$ cat src/rtl/corner_nms_collector.sv
// rtl/corner_nms_collector.sv - 3x3 non-maximum suppression corner collector over the score map
//
// Scans one WIDTH x HEIGHT score frame in raster order per start pulse. It
// keeps pixels that are local maxima in a 3x3 window and above a threshold,
// and writes them as {0, y, x, score} records into a corner-list RAM.
//
// Ports:
//   clock, nReset        single clock, asynchronous active-low reset
//   start, thres         frame trigger pulse (ignored while busy) and score threshold
//   score_addr/rd/q      score memory read port; data returns one cycle after score_rd
//   corner_wr/addr/data  corner-list write port
//   corner_count         records written this frame (held until next start)
//   overflow             sticky: more kept candidates than list capacity
//   busy, done           scan in progress / one-cycle end-of-scan pulse

module corner_nms_collector #(
    parameter int WIDTH       = 180,
    parameter int HEIGHT      = 120,
    parameter int ADDR_W      = 15,
    parameter int MAX_CORNERS = 64,
    parameter int CW          = 6
) (
    input  logic              clock,
    input  logic              nReset,
    input  logic              start,
    input  logic [7:0]        thres,
    output logic [ADDR_W-1:0] score_addr,
    output logic              score_rd,
    input  logic [7:0]        score_q,
    output logic              corner_wr,
    output logic [CW-1:0]     corner_addr,
    output logic [23:0]       corner_data,
    output logic [CW:0]       corner_count,
    output logic              overflow,
    output logic              busy,
    output logic              done
);

    typedef enum logic [1:0] {
        ST_IDLE  = 2'd0,
        ST_READ  = 2'd1,
        ST_DRAIN = 2'd2,
        ST_DONE  = 2'd3
    } state_t;

    localparam logic [7:0]        X_LAST   = 8'(WIDTH - 1);
    localparam logic [6:0]        Y_LAST   = 7'(HEIGHT - 1);
    localparam logic [CW:0]       CNT_MAX  = (CW + 1)'(MAX_CORNERS);
    localparam logic [CW:0]       CNT_ONE  = (CW + 1)'(1);
    localparam logic [ADDR_W-1:0] ADDR_ONE = ADDR_W'(1);

    // Scan control
    state_t            state_q, state_d;
    logic [7:0]        x_q, x_d;
    logic [6:0]        y_q, y_d;
    logic [ADDR_W-1:0] addr_q, addr_d;
    logic              drain_q, drain_d;

    // Coordinates of the read issued last cycle; its data is on score_q now
    logic              pv_q, pv_d;
    logic [7:0]        px_q, px_d;
    logic [6:0]        py_q, py_d;

    // Window columns x-2 (col_a) and x-1 (col_b); index 0 = row y-2, 1 = y-1, 2 = y
    logic [2:0][7:0]   col_a_q, col_a_d;
    logic [2:0][7:0]   col_b_q, col_b_d;

    // Corner-list write port and frame results
    logic              wr_q, wr_d;
    logic [CW-1:0]     waddr_q, waddr_d;
    logic [23:0]       wdata_q, wdata_d;
    logic [CW:0]       cnt_q, cnt_d;
    logic [CW:0]       count_q, count_d;
    logic              ovf_q, ovf_d;

    // Line buffers holding rows y-1 (line1) and y-2 (line2)
    logic [7:0]        line1_q [0:WIDTH-1];
    logic [7:0]        line2_q [0:WIDTH-1];

    logic [2:0][7:0]   new_col;
    logic [7:0]        s_ctr;
    logic              evaluate;
    logic              kept;
    logic [7:0]        cx;
    logic [6:0]        cy;

    always_comb begin
        new_col[0] = line2_q[px_q];
        new_col[1] = line1_q[px_q];
        new_col[2] = score_q;
    end

    assign s_ctr = col_b_q[1];
    assign cx    = px_q - 8'd1;
    assign cy    = py_q - 7'd1;

    // Window centre is (x-1, y-1); rows/columns 0 and 1 of the arriving pixel
    // would put the centre on the border, so those are never evaluated.
    assign evaluate = pv_q && (px_q >= 8'd2) && (py_q >= 7'd2);

    // Strict against raster-preceding neighbours, non-strict against following
    // ones, so a flat plateau yields only its first pixel in raster order.
    assign kept = (s_ctr >  thres)
               && (s_ctr >  col_a_q[0]) && (s_ctr >  col_b_q[0]) && (s_ctr >  new_col[0])
               && (s_ctr >  col_a_q[1])
               && (s_ctr >= new_col[1])
               && (s_ctr >= col_a_q[2]) && (s_ctr >= col_b_q[2]) && (s_ctr >= new_col[2]);

    always_comb begin
        state_d = state_q;
        x_d     = x_q;
        y_d     = y_q;
        addr_d  = addr_q;
        drain_d = drain_q;
        pv_d    = (state_q == ST_READ);
        px_d    = x_q;
        py_d    = y_q;
        col_a_d = col_a_q;
        col_b_d = col_b_q;
        wr_d    = 1'b0;
        waddr_d = waddr_q;
        wdata_d = wdata_q;
        cnt_d   = cnt_q;
        count_d = cnt_q;
        ovf_d   = ovf_q;

        if (pv_q) begin
            col_a_d = col_b_q;
            col_b_d = new_col;
        end

        if (evaluate && kept) begin
            if (cnt_q < CNT_MAX) begin
                wr_d    = 1'b1;
                waddr_d = cnt_q[CW-1:0];
                wdata_d = {1'b0, cy, cx, s_ctr};
                cnt_d   = cnt_q + CNT_ONE;
            end else begin
                ovf_d = 1'b1;
            end
        end

        case (state_q)
            ST_IDLE: begin
                if (start) begin
                    state_d = ST_READ;
                    x_d     = 8'd0;
                    y_d     = 7'd0;
                    addr_d  = '0;
                    cnt_d   = '0;
                    count_d = '0;
                    ovf_d   = 1'b0;
                end
            end
            ST_READ: begin
                if (x_q == X_LAST) begin
                    x_d = 8'd0;
                    if (y_q == Y_LAST) begin
                        state_d = ST_DRAIN;
                        y_d     = 7'd0;
                        addr_d  = '0;
                        drain_d = 1'b0;
                    end else begin
                        y_d    = y_q + 7'd1;
                        addr_d = addr_q + ADDR_ONE;
                    end
                end else begin
                    x_d    = x_q + 8'd1;
                    addr_d = addr_q + ADDR_ONE;
                end
            end
            ST_DRAIN: begin
                // First cycle: last data return; second: last decision/write
                if (drain_q) begin
                    state_d = ST_DONE;
                end else begin
                    drain_d = 1'b1;
                end
            end
            ST_DONE: begin
                state_d = ST_IDLE;
            end
            default: begin
                state_d = ST_IDLE;
            end
        endcase
    end

    always_ff @(posedge clock or negedge nReset) begin
        if (!nReset) begin
            state_q <= ST_IDLE;
            x_q     <= '0;
            y_q     <= '0;
            addr_q  <= '0;
            drain_q <= 1'b0;
            pv_q    <= 1'b0;
            px_q    <= '0;
            py_q    <= '0;
            col_a_q <= '0;
            col_b_q <= '0;
            wr_q    <= 1'b0;
            waddr_q <= '0;
            wdata_q <= '0;
            cnt_q   <= '0;
            count_q <= '0;
            ovf_q   <= 1'b0;
        end else begin
            state_q <= state_d;
            x_q     <= x_d;
            y_q     <= y_d;
            addr_q  <= addr_d;
            drain_q <= drain_d;
            pv_q    <= pv_d;
            px_q    <= px_d;
            py_q    <= py_d;
            col_a_q <= col_a_d;
            col_b_q <= col_b_d;
            wr_q    <= wr_d;
            waddr_q <= waddr_d;
            wdata_q <= wdata_d;
            cnt_q   <= cnt_d;
            count_q <= count_d;
            ovf_q   <= ovf_d;
        end
    end

    // Line buffers shift the arriving column down one row; old values are read
    // combinationally above before this write takes effect.
    always_ff @(posedge clock) begin
        if (pv_q) begin
            line1_q[px_q] <= score_q;
            line2_q[px_q] <= line1_q[px_q];
        end
    end

    assign score_rd     = (state_q == ST_READ);
    assign score_addr   = addr_q;
    assign corner_wr    = wr_q;
    assign corner_addr  = waddr_q;
    assign corner_data  = wdata_q;
    assign corner_count = count_q;
    assign overflow     = ovf_q;
    assign busy         = (state_q != ST_IDLE);
    assign done         = (state_q == ST_DONE);

endmodule

$ cat config.mk
export PLATFORM = sky130hd
export DESIGN_NAME = corner_nms_collector
export DESIGN_NICKNAME = d
export VERILOG_FILES = /design/src/rtl/corner_nms_collector.sv
export SDC_FILE = /design/constraint.sdc
export NUM_CORES = 2
export LEC_CHECK = 0
export BUFFER_PORTS_ARGS = -buffer_cell sky130_fd_sc_hd__buf_2
export CAP_MARGIN = 0
export CELL_PAD_IN_SITES_DETAIL_PLACEMENT = 0
export CELL_PAD_IN_SITES_GLOBAL_PLACEMENT = 1
export CORE_MARGIN = 8
export CORE_UTILIZATION = 51
export DETAILED_ROUTE_END_ITERATION = 8
export PLACE_DENSITY_LB_ADDON = 0.1
export SETUP_SLACK_MARGIN = 0.02
export SYNTH_ARGS = -nofsm -noshare
export SYNTH_HDL_FRONTEND = slang
export SYNTH_SLANG_ARGS = --single-unit
$ cat constraint.sdc
create_clock -name clock -period 12.17 [get_ports clock]
set_clock_uncertainty 0.2 [all_clocks]
set_input_delay 1.217 -clock clock [delete_from_list [all_inputs] [get_ports clock]]
set_output_delay 1.217 -clock clock [all_outputs]
set_load 0.03 [all_outputs]
-- After elaboration in Yosys (flattened, before gate mapping)
Memories as Yosys holds them, arrays and structs flattened.
Cells that the tools add are included.
Widths: inputs -> output; s select.
- word-level logic and storage cells: 102
- memory bits (writable): 2880
- memories kept: 2
- bits in read-only memories: 0
- bits in registers: 142
- bits in latches: 0
- bitwise gates (word level): 0
- reduce and logical (&&, ||, !) cells: 20
- order comparisons: 12
- $mul: 0
- muxes and demuxes: 33
- $add $sub $neg: 6
- shift-type cells: 0
- div/mod/pow operators: 0
- eq/ne operators: 9
- memories (memory ; depth ; bits a word ; rd ports ; clocked after Yosys merged registers in ; wr ports ; line ; text):
    line1_q ; 180 ; 8 ; 1 ; 0 ; 1 ; 77 ; logic [7:0] line1_q [0:WIDTH-1];
    line2_q ; 180 ; 8 ; 1 ; 0 ; 1 ; 78 ; logic [7:0] line2_q [0:WIDTH-1];
- operators by type and width (operator ; count):
    $mux 7 ; 9
    $mux 15 ; 3
    $gt 8x8->1 ; 5
    $ge 8x8->1 ; 4
    $pmux 15 s2 ; 1
    $mux 8 ; 2
    $pmux 8 s2 ; 1
    $add 15x1->15 const B ; 1
    $add 7x1->7 const B ; 2
    $pmux 7 s2 ; 1
    $logic_and 1x1->1 ; 11
    $mux 1 ; 10
    $add 8x1->8 const B ; 1
    $eq 8x8->1 const B ; 1
    $ge 8x2->1 const B ; 1
    $mux 2 ; 4
    $pmux 2 s4 ; 1
    $sub 8x1->8 const B ; 1
    $eq 7x7->1 const B ; 1
    $ge 7x2->1 const B ; 1
    $lt 7x7->1 const B ; 1
    $sub 7x1->7 const B ; 1
    $reduce_and 3->1 ; 2
    $reduce_bool 2->1 ; 3
    other kinds (8) ; 12

-- Logic depth before layout (Yosys ltp)
- word-level depth: 13
- depth in mapped cells: 23

-- Least setup slack after synthesis
OpenSTA, ideal clock, no wires.
- path type: flip-flop to flip-flop
- start point: register px_q[0]
- end point: register wdata_q[10] (netlist: corner_data[10])
- arrival time: 11336 ps
- required time: 11845 ps
- stages on the path, launching flop included: 24
- library setup time: 125 ps
- slack: 509 ps
- clock period less this slack: 11661 ps
- buffers on the path: 7
- cells stage by stage: dfrtp_1 -> buf_4 -> buf_6 -> buf_6 -> buf_6 -> buf_4 -> buf_6 -> mux2i_1 -> a22oi_1 -> nand3_1 -> nand4_1 -> a21oi_1 -> nor3_1 -> inv_1 -> ha_1 -> nand2_1 -> nand4_1 -> o311ai_1 -> a2111o_1 -> a211oi_2 -> nand4b_2 -> nor2_4 -> buf_6 -> mux2_2
- RTL lines (item ; line ; text):
    start: declaration ; 61 ; logic [7:0] px_q, px_d;
    start signal: assignment ; 214 ; px_q <= px_d;
    end signal: assignment ; 220 ; wdata_q <= wdata_d;
    end: declaration ; 71 ; logic [23:0] wdata_q, wdata_d;

-- Final worst setup path
- start point: register px_q[0]
- end point: register wdata_q[4] (netlist: corner_data[4])
- word-level cells in the longest chain between the ends: 10
- RTL lines (item ; line ; text):
    $mem_v2 180x8 ; n/a ;
    $gt 8x8->1 ; 104 ; && (s_ctr > col_a_q[0]) && (s_ctr > col_b_q[0]) && (s_ctr > new_col[0])
    $logic_and 1x1->1 ; 104 ;
    $logic_and 1x1->1 ; 105 ; && (s_ctr > col_a_q[1])
    $logic_and 1x1->1 ; 106 ; && (s_ctr >= new_col[1])
    $logic_and 1x1->1 (3 in series) ; 107 ; && (s_ctr >= col_a_q[2]) && (s_ctr >= col_b_q[2]) && (s_ctr >= new_col[2]);
    $logic_and 1x1->1 * ; 132 ; if (evaluate && kept) begin
    $reduce_and 2->1 (no source line) * ; n/a ;
Mark *: on every way between the ends. The rest lies on a longest branch, timed or not.
A chain may end at the register's enable or synchronous reset.

==> flow_summary.json <==
{
  "cts_buffers": 325,
  "die_area_um2": 248000,
  "crit_slowest_cell": "a2111oi_0",
  "crit_type": "reg2reg",
  "post-route-util": 0.577,
  "start_kind": "flip-flop",
  "drive_gt1_frac": 0.269,
  "avgSynthCellArea_um2": 20.9,
  "peakVddDrop_v": 0.000247,
  "path_delay_family": "compound AO/OA/AOI/OAI gates",
  "worst_hold_slack_ns": 0.0870,
  "clkLatencyLatePin_ns": 0.97,
  "die_width_um": 498,
  "crit_path_start": "px_q[0]$_DFF_PN0_",
  "ys.flop_type": "edfxtp_1",
  "place_inst": 8768,
  "status": "finished with violations",
  "initial_core_util": 0.511,
  "fmax_mhz": 119,
  "grt_max_degree": 158,
  "period_share": 0.688,
  "wl_per_cell_um": 38.4,
  "final_cells": 9340,
  "end_kind": "flip-flop",
  "fin_setup_tns_ns": 0,
  "dieHeight_um": 498,
  "ys_seq_area_frac": 0.761,
  "grt_pass1_vias": 60100,
  "drc": 0,
  "fin_crit_ns": 8.37,
  "leakagePower_uw": 0.0430,
  "yosysUniqueCellTypes": 78,
  "critPathRequiredTime_ns": 12.76,
  "finalHoldViolCount": 0,
  "antenna_found_initial": 15,
  "clockPowerShare": 0.322,
  "cts_resized": 0,
  "p_int_uw": 20200,
  "numClockSinks": 3022,
  "ys_ff_latch": 3022,
  "rows": 177,
  "path_buf_inv": 2,
  "cts.clk_slew.worst_paths_ns": 0.07,
  "drt_wl_total_mm": 359,
  "power_density_nw_per_um2": 215,
  "cp_cell_sequence": "buf_4, buf_12, mux2i_1, a22oi_1, and3_1, a2111oi_0, a311oi_1, o31ai_1, ha_1, and4_1, and4_1, a2111o_1, a211oi_2, nand4b_2, nor2_4, mux2_2",
  "slew_headroom": -0.0210,
  "setup_viol": 0,
  "synth_nets": 5774,
  "ctsLongestPathBuffers": 4,
  "hold_class": "in2async",
  "hpwl_mm": 218,
  "track_usage": 0.285,
  "p_sw_uw": 8550,
  "setup_ws_ns": 3.80,
  "switching_share": 0.298,
  "drv_slew": 1,
  "drt_iter0_markers": 8400,
  "routed-via-count": 61600,
  "overflow": 0,
  "yosys_warnings": 0,
  "rsz0062_at_grt": "false",
  "port_buffers": 74,
  "cts_htree_levels": 5,
  "synth_edf_count": 2880,
  "io_pins": 76,
  "syn2layout_area_growth_pct": 12.9,
  "max_cap_violations": 1,
  "syn_inst": 5668,
  "worstMarginPinSlew_ns": 1.49,
  "p_comb_frac": 0.233,
  "dr.pass1.iters": 6,
  "seqPwrFrac": 0.445,
  "core_um2": 232000,
  "grt_pass1_wl_mm": 495,
  "ant_nets": 0,
  "cp_slowest_stage_delay_ns": 1.25,
  "post_cts.repair.setup_buffers": 0,
  "avgViaCountPerCell": 6.59,
  "gp_congestion": 0.906,
  "synth-async-reset-ratio": 0.0470,
  "cts_hold_buf": 0,
  "fin_nets": 6158,
  "synth_area_um2": 118000,
  "violations": "max-capacitance violations, max-slew violations",
  "cts_tree": "done",
  "crit_top_cell": "and4_1",
  "path_max_fanout": 67,
  "cts_root_buf": "clkbuf_16",
  "reg2reg_from": "px_q[0]$_DFF_PN0_",
  "arrival_ns": 8.96,
  "post-place-ws_ns": 3.91
}
[layout make-up]
class / count / area (µm²)
Clock buffer: 432 / 8810
Timing Repair Buffer: 355 / 2710
Clock inverter: 127 / 981
Tap cell: 3043 / 3810
Antenna cell: 13 / 32.5
Fill cell: 17000 / 98000
Multi-Input combinational cell: 2275 / 27000
Sequential cell: 3022 / 90100
Inverter: 73 / 312
[cells in the mapped netlist, drive strengths merged, types with 7 or more instances]
master	count	area, µm²
nor3	24	120
a21o	17	128
o21a	8	60.1
buf	174	1150
a221oi	16	140
and2	17	106
o211ai	14	105
nand2b	12	75.1
a32oi	14	123
o21ai	94	470
nor2b	14	87.6
a22oi	92	691
and3	39	244
nor4	10	68.8
clkbuf	124	465
edfxtp	2880	86500
nand2	208	781
dfrtp	142	3550
o31ai	16	120
o221ai	7	61.3
mux2	42	473
nor2	251	950
xor2	13	114
a31oi	13	81.3
nand4	31	194
xnor2	9	78.8
o22ai	34	213
ha	87	1090
mux4	709	16000
mux2i	219	2190
a211oi	16	130
a22o	22	193
inv	72	270
a21oi	81	417
nand3	74	370
[cell usage in the layout (no fill, tap or decap), drive strengths merged, types with 31 or more instances in the layout]
master and n:
a21oi 81, a22oi 92, and3 39, buf 355, clkbuf 432, clkinv 104, dfrtp 142, edfxtp 2880
ha 87, inv 76, mux2 42, mux2i 219, mux4 709, nand2 208, nand3 74, nand4 31
nor2 251, o21ai 94, o22ai 34
[path summary, 6_finish.rpt]
| kind | to | slack (ns) | depth (start not counted) |
|---|---|---|---|
| max | corner_data[4]$_DFFE_PN0P_ | 3.80 | 16 |
| min | s_ctr[4]$_DFFE_PN0P_ | 0.09 | 1 |
| max reg2reg | corner_data[4]$_DFFE_PN0P_ | 3.80 | 16 |
| min reg2reg | py_q[1]$_DFF_PN0_ | 0.23 | 0 |
| max in group asynchronous | px_q[2]$_DFF_PN0_ | 10.47 | 2 |
| min in group clock | py_q[1]$_DFF_PN0_ | 0.23 | 0 |
[per-stage QoR]
stage,total power [µW],instance area (µm²)
floorplan,17100,118000
global placement,19600,124000
detailed placement,19700,124000
CTS,28900,134000
global route,29600,134000
finish,28700,134000
[layer usage]
| layer | GRT usage | part of all wire | vias to the layer above |
|---|---|---|---|
| met5 | 0 | 0.00016 | - |
| met4 | 0.123 | 0.051 | 8 |
| li1 | - | - | 24400 |
| met1 | 0.397 | 0.39 | 33100 |
| met2 | 0.437 | 0.46 | 3407 |
| met3 | 0.0650 | 0.098 | 675 |
[state kept, by name, summed over array words and instances, names as in the netlist, 15 cells and up]
| name | flops |
|---|---|
| corner_data | 23 |
| col_b_q | 16 |
| col_a_q | 24 |
| score_addr | 15 |
| line2_q | 1440 |
| line1_q | 1440 |
[worst register-to-register path: cells and delay by family (launching register included)]
kind / cells / cell delay [ns]
muxes: 2 / 0.70
buffers and inverters: 2 / 1.13
adders and majority gates: 1 / 0.37
AOI/OAI and AO/OA: 6 / 2.85
DFF: 1 / 0.89
and+or+nand+nor: 5 / 2.09
[power groups by stage]
stage / combinational [µW] / clock, µW / sequential (µW)
final: 6690 / 9260 / 12800
after floorplan: 4040 / 0 / 13100
after CTS: 6700 / 9370 / 12800
after global routing: 7020 / 9760 / 12800
after detailed placement: 6680 / 0 / 13000
after global placement: 6610 / 0 / 13000
[kinds of logic (layout without fill, tap and decap cells)]
kind of cell,Yosys count,count (layout),synth area share
and+or+nand+nor,710,710,0.0274
AOI/OAI and AO/OA,485,485,0.0279
muxes,970,970,0.157
buffers and inverters,371,987,0.0160
adders and majority gates,87,87,0.00919
other,1,14,0.0000317
DFF,3022,3022,0.761
xor gates and xnor gates,22,22,0.00163
(Power assumes the default switching activity.)
